[src/rtl/xbox_arb_pkg.sv]
// rtl/xbox_arb_pkg.sv - shared types and constants for the XBOX memory port arbiter
package xbox_arb_pkg;

    // Arbiter FSM: either nobody owns the port or one requester holds it for a burst
    typedef enum logic [0:0] {
        ARB_IDLE   = 1'b0,
        ARB_LOCKED = 1'b1
    } arb_state_t;

    // Width of the idle-cycle watchdog that guards a held lock
    localparam int WDOG_W = 8;

    // One memory line: eight 32-bit words
    typedef logic [7:0][31:0] xbox_line_t;

endpackage

[src/rtl/xbox_rr_pick.sv]
// rtl/xbox_rr_pick.sv - rotating priority encoder, search starts at ptr and wraps
module xbox_rr_pick #(
    parameter int NUM_REQ = 2,
    parameter int IDX_W   = 1
) (
    input  logic [NUM_REQ-1:0] valid_i,
    input  logic [IDX_W-1:0]   ptr_i,
    output logic [NUM_REQ-1:0] grant_o,
    output logic [IDX_W-1:0]   idx_o
);

    // One extra bit so ptr+k can be wrapped modulo a non-power-of-two count
    localparam int             CW  = IDX_W + 1;
    localparam logic [CW-1:0]  NUM = CW'(NUM_REQ);

    logic [CW-1:0] cand;
    logic          found;

    // Walk the requesters from ptr upward and grant the first one that is valid
    always_comb begin
        grant_o = '0;
        idx_o   = '0;
        found   = 1'b0;
        cand    = '0;
        for (int k = 0; k < NUM_REQ; k++) begin
            cand = {1'b0, ptr_i} + CW'(k);
            if (cand >= NUM) begin
                cand = cand - NUM;
            end
            if (!found && valid_i[cand[IDX_W-1:0]]) begin
                found                     = 1'b1;
                grant_o[cand[IDX_W-1:0]]  = 1'b1;
                idx_o                     = cand[IDX_W-1:0];
            end
        end
    end

endmodule

[src/rtl/xbox_mem_rr_arb.sv]
// rtl/xbox_mem_rr_arb.sv - round-robin arbiter with burst lock sharing one XBOX memory port
module xbox_mem_rr_arb
    import xbox_arb_pkg::*;
#(
    parameter int LOG2_LINES_PER_MEM = 8,
    parameter int NUM_REQ            = 2,
    parameter int LOCK_TIMEOUT       = 16
) (
    input  logic                                          clk,
    input  logic                                          rst_n,
    input  logic [NUM_REQ-1:0]                            req_valid_i,
    input  logic [NUM_REQ-1:0]                            req_wr_i,
    input  logic [NUM_REQ-1:0]                            req_last_i,
    input  logic [NUM_REQ-1:0][LOG2_LINES_PER_MEM-1:0]    req_addr_i,
    input  xbox_line_t [NUM_REQ-1:0]                      req_wdata_i,
    input  logic [NUM_REQ-1:0][31:0]                      req_be_i,
    output logic [NUM_REQ-1:0]                            req_ready_o,
    output logic [NUM_REQ-1:0]                            rsp_valid_o,
    output xbox_line_t                                    rsp_rdata_o,
    output logic [LOG2_LINES_PER_MEM-1:0]                 mem_addr_o,
    output xbox_line_t                                    mem_wdata_o,
    output logic [31:0]                                   mem_be_o,
    output logic                                          mem_rd_o,
    output logic                                          mem_wr_o,
    input  xbox_line_t                                    mem_rdata_i,
    output logic                                          lock_err_o
);

    localparam int                IDX_W      = (NUM_REQ > 2) ? 2 : 1;
    localparam logic [WDOG_W-1:0] WDOG_LIMIT = WDOG_W'(LOCK_TIMEOUT);
    localparam logic [IDX_W-1:0]  LAST_IDX   = IDX_W'(NUM_REQ - 1);

    arb_state_t                    state_q, state_d;
    logic [IDX_W-1:0]              owner_q, owner_d;
    logic [IDX_W-1:0]              ptr_q, ptr_d;
    logic [WDOG_W-1:0]             wdog_q, wdog_d;
    logic [NUM_REQ-1:0]            rsp_valid_q, rsp_valid_d;
    logic                          lock_err_q, lock_err_d;
    logic [LOG2_LINES_PER_MEM-1:0] addr_q, addr_d;
    xbox_line_t                    wdata_q, wdata_d;

    logic [NUM_REQ-1:0]            pick_grant;
    logic [IDX_W-1:0]              pick_idx;
    logic [NUM_REQ-1:0]            grant;
    logic [IDX_W-1:0]              gidx;
    logic                          accept;
    logic                          sel_wr;
    logic                          sel_last;

    xbox_rr_pick #(
        .NUM_REQ (NUM_REQ),
        .IDX_W   (IDX_W)
    ) u_pick (
        .valid_i (req_valid_i),
        .ptr_i   (ptr_q),
        .grant_o (pick_grant),
        .idx_o   (pick_idx)
    );

    // Grant: round-robin pick when free, only the owner while a burst holds the port
    always_comb begin
        grant = '0;
        gidx  = owner_q;
        if (state_q == ARB_IDLE) begin
            grant = pick_grant;
            gidx  = pick_idx;
        end else begin
            grant[owner_q] = req_valid_i[owner_q];
        end
        accept   = |grant;
        sel_wr   = req_wr_i[gidx];
        sel_last = req_last_i[gidx];
    end

    // Memory command: forward the granted beat; addr/wdata hold their last value when idle
    always_comb begin
        addr_d      = accept ? req_addr_i[gidx] : addr_q;
        wdata_d     = accept ? req_wdata_i[gidx] : wdata_q;
        mem_addr_o  = addr_d;
        mem_wdata_o = wdata_d;
        mem_be_o    = accept ? req_be_i[gidx] : 32'h0;
        mem_rd_o    = accept & ~sel_wr;
        mem_wr_o    = accept & sel_wr;
        rsp_valid_d = (accept && !sel_wr) ? grant : '0;
    end

    // Lock, pointer and watchdog bookkeeping; an owner beat always beats the timeout
    always_comb begin
        state_d    = state_q;
        owner_d    = owner_q;
        ptr_d      = ptr_q;
        wdog_d     = wdog_q;
        lock_err_d = lock_err_q;
        if (accept) begin
            ptr_d  = (gidx == LAST_IDX) ? '0 : gidx + 1'b1;
            wdog_d = '0;
            if (sel_last) begin
                state_d = ARB_IDLE;
            end else begin
                state_d = ARB_LOCKED;
                owner_d = gidx;
            end
        end else if (state_q == ARB_LOCKED) begin
            wdog_d = wdog_q + 1'b1;
            if (wdog_d == WDOG_LIMIT) begin
                state_d    = ARB_IDLE;
                lock_err_d = 1'b1;
                wdog_d     = '0;
            end
        end
    end

    // State registers; reset drops any lock and kills an in-flight response
    always_ff @(posedge clk or negedge rst_n) begin
        if (!rst_n) begin
            state_q     <= ARB_IDLE;
            owner_q     <= '0;
            ptr_q       <= '0;
            wdog_q      <= '0;
            rsp_valid_q <= '0;
            lock_err_q  <= 1'b0;
            addr_q      <= '0;
            wdata_q     <= '0;
        end else begin
            state_q     <= state_d;
            owner_q     <= owner_d;
            ptr_q       <= ptr_d;
            wdog_q      <= wdog_d;
            rsp_valid_q <= rsp_valid_d;
            lock_err_q  <= lock_err_d;
            addr_q      <= addr_d;
            wdata_q     <= wdata_d;
        end
    end

    assign req_ready_o = grant;
    assign rsp_valid_o = rsp_valid_q;
    assign rsp_rdata_o = mem_rdata_i;
    assign lock_err_o  = lock_err_q;

endmodule
[config.mk]
export PLATFORM = sky130hd
export DESIGN_NAME = xbox_mem_rr_arb
export DESIGN_NICKNAME = d
export VERILOG_FILES = /design/src/rtl/xbox_arb_pkg.sv /design/src/rtl/xbox_rr_pick.sv /design/src/rtl/xbox_mem_rr_arb.sv
export SDC_FILE = /design/constraint.sdc
export NUM_CORES = 1
export LEC_CHECK = 0
export CAP_MARGIN = 20
export CORE_AREA = 2 2 558 560
export CTS_CLUSTER_SIZE = 40
export DETAILED_ROUTE_END_ITERATION = 16
export DIE_AREA = 0 0 560 562
export DONT_BUFFER_PORTS = 1
export PLACE_DENSITY = 0.3
export SETUP_SLACK_MARGIN = 0.2
export SYNTH_ARGS = -nofsm -noshare
export SYNTH_HDL_FRONTEND = slang
export SYNTH_SLANG_ARGS = --single-unit
[constraint.sdc]
create_clock -name clk -period 1.7 [get_ports clk]
set_input_delay 0.255 -clock clk [delete_from_list [all_inputs] [get_ports clk]]
set_output_delay 0.255 -clock clk [all_outputs]
set_load 0.01 [all_outputs]
==> out/qor.txt <==
Cells after Synth = 1,718
RSZ-0062 raised after global routing = true
fin crit share = 172%
Num CTS Buffers = 45
row cnt = 204
Placer Congestion = 0.827
leakage = 11.1 nW
Boundary Pins = 1,415
Final #Nets = 3,046
Overflow after GRT = 0
critical path class = reg -> out
worst skew pair latency = 0.69 ns
Critical Path RT = 1.44 ns
clk buf depth = 3
post-synth net total = 2,576
CTS Root Cell = clkbuf_16
number of synthesized register bits = 278
# DRC = 0
top cells by area, synth = dfrtp_1 48%, buf_4 14%, nand2_1 11%
CP endpoint = mem_wdata_o[109]
Final Hold Fails = 327
failing checks = negative hold slack, negative setup slack
clock tree sinks = 278
Setup Skew = 0.0371 ns
Fillers = 35,600
initial antenna violation count = 146
post-route setup slack = -1.23 ns
Reg area = 6960 sq um
crit path capture type = output pin
sequential area share after synthesis = 47.6%
remaining antenna violation count = 0
crit path launch = ptr_q
Die Y-Extent = 562 um
vias in the first global route = 15,700
Max Cap Viol = 0
DP Area = 22,000 sq um
Die Area = 315,000 sq um
share of cells above drive strength 1 = 41.1%
dpl hpwl = 162,000 um
port buffer count = 0
Post-synth top flop = dfrtp_1
YS warnings = 0
starting DRC count in detailed routing = 843
Core Area = 308,000 sq um
Async SR Flop Fraction = 100%
pwr/cell area = 2110 nW/um^2
Min Hold Slack = -0.725 ns
Vias/cell = 2.50
fin area = 30,900 sq um
Sw Ratio = 46.2%
HP Class = in -> async
Syn Area/Cell = 8.50 sq um
Wirelength per Cell = 31.0 um
Max-Slew Margin vs Limit = 39.8%
R2R Setup Slk = -0.50 ns
Worst R2R Start = state_q
clock network fraction of total power = 15.5%
first-pass GRT wire length = 224,000 um
area taken by multi-input logic gates = 7850 sq um
top cell type's share of synthesized area = 47.6%
synthesized cell area = 14,600 sq um
fmax = 342 MHz
Final Max Tran Viols = 0
cell taking the most area after synthesis = dfrtp_1
synth-to-layout area growth = 112%
CTS tree = yes
Die Wd = 560 um
Power Internal = 35.1 mW
Cell variety after synth = 38
Slew @ Worst Pin = 0.903 ns
1st-pass router iterations = 5
reg2reg path depth = 11
Final Core Density = 10.0%
dpl ws = -0.750 ns
placed cells = 5,861
Starting Density = 4.74%
FF-to-FF End = addr_q[7]
worst path arrival time = 2.67 ns
Cell Count, Final, Fillers Out = 6,399
crit start category = flip-flop
status = finished with violations
part of the power in combinational logic = 67.7%
crit path max fanout = 22
Flop pwr share = 16.9%
via count = 16,000
GRT Resource Usage Total = 11.5%
Worst VDD drop = 0.895 mV
htree depth = 2
Post-synth EDFFs = 0
WL final = 199,000 um
largest net degree at the start of global routing = 279
fin crit period = 2.93 ns
final setup fails = 571
clock-pin slew on the worst setup and hold paths = 0.06 ns
Net Sw Power = 30.1 mW
[state kept, by name (all words and copies together) (netlist names)]
register	cells
addr_q	8
state_q	1
owner_q	1
wdata_q	256
wdog_q	8
ptr_q	1
lock_err_o	1
rsp_valid_o	2
[power by group through the flow]
| stage | sequential, mW | combinational, mW | clock [mW] |
|---|---|---|---|
| 2_1_floorplan | 10.7 | 14.6 | 0 |
| 3_3_place_gp | 11.0 | 32.0 | 0 |
| 6_report | 11.0 | 44.1 | 10.1 |
| 3_5_place_dp | 11.0 | 32.1 | 0 |
| 4_1_cts | 10.9 | 37.8 | 10.8 |
| 5_1_grt | 11.3 | 46.6 | 10.9 |
[cell usage after synthesis, types with 2 or more instances]
cell type  number
a21oi_1        17
a31oi_1       117
and2_1          2
buf_2          74
buf_4         276
clkbuf_1       36
dfrtp_1       278
ha_1            2
nand2_1       415
nand2b_1        3
nand3_1         5
nand4_1         3
nor2_1        146
o21ai_0        22
o21ai_1       128
o22ai_1       167
xnor2_1         3
xor2_1          4
[critical path, cell delays in order (launching register included)]
cell and delay (ns):
dfrtp_1 0.38, nand2b_4 0.17, o21ai_4 0.22, clkinv_8 0.21
clkbuf_16 0.29, o22ai_4 0.27, buf_6 0.19, o21ai_1 0.06
buf_4 0.15
[cells by family after synthesis]
kind of cell	Yosys count	share of synthesized area (%)
compound gates	462	18.7
xor+xnor	7	0.420
fa+ha+maj	2	0.171
buf+inv	389	17.8
flops	278	47.6
mux	1	0.103
simple gates	579	15.2
[routing by layer]
metal / part of all wire (%) / GRT usage [%] / routed length (um)
met3: 16 / 8.98 / 32300
met5: 0.27 / 0.0452 / 539
met4: 3.4 / 3.89 / 6820
met2: 44 / 18.1 / 87800
met1: 36 / 11.6 / 71100
[placed cells by master, fill, tap and decap left out, types with 66 or more instances in the layout]
| master | count |
|---|---|
| nand2_1 | 356 |
| dfrtp_1 | 277 |
| a31oi_4 | 70 |
| o21ai_1 | 86 |
| buf_12 | 66 |
| buf_4 | 258 |
| dlygate4sd3_1 | 301 |
| clkbuf_16 | 73 |
| o22ai_1 | 92 |
| buf_6 | 114 |
| nor2_1 | 119 |
[layout make-up]
type | count | share of cell area (%)
multi-input cells | 1051 | 25.4
repair buffers | 810 | 30.0
flip-flops and latches | 278 | 22.5
well taps | 4120 | 16.7
clock buffers | 65 | 4.30
clock inverters | 18 | 0.683
inverters | 2 | 0.0647
diodes | 55 | 0.445
[worst min path at each step]
stage | start | to | slack (ns) | cells past startpoint
3_3_place_gp | rst_n | wdata_q[138] | -0.03 | 0
5_1_grt | rst_n | wdata_q[138] | -0.82 | 0
6_report | rst_n | wdata_q[138] | -0.72 | 0
2_1_floorplan | rst_n | addr_q[0] | -0.04 | 0
3_5_place_dp | rst_n | wdata_q[138] | -0.03 | 0
4_1_cts | rst_n | wdata_q[138] | -0.86 | 0
[metrics by stage]
step	hold WS, ns	power (mW)	TNS (ns)
global placement	-0.0319	43.0	-242.92
floorplan	-0.0406	25.3	-12.41
detailed placement	-0.0313	43.1	-217.35
finish	-0.725	65.2	-390.70
global route	-0.819	68.9	-466.62
CTS	-0.857	59.6	-432.43
[what timing repair did]
action                                 CTS  global route
hold buffers                           284            17
setup buffers                            9            37
resized for setup                      222           311
setup endpoints to repair              580           580
endpoints found under the hold margin  512           365
pin swaps                               31            73
cloned                                  15            38
Power figures use the tool's default switching activity.
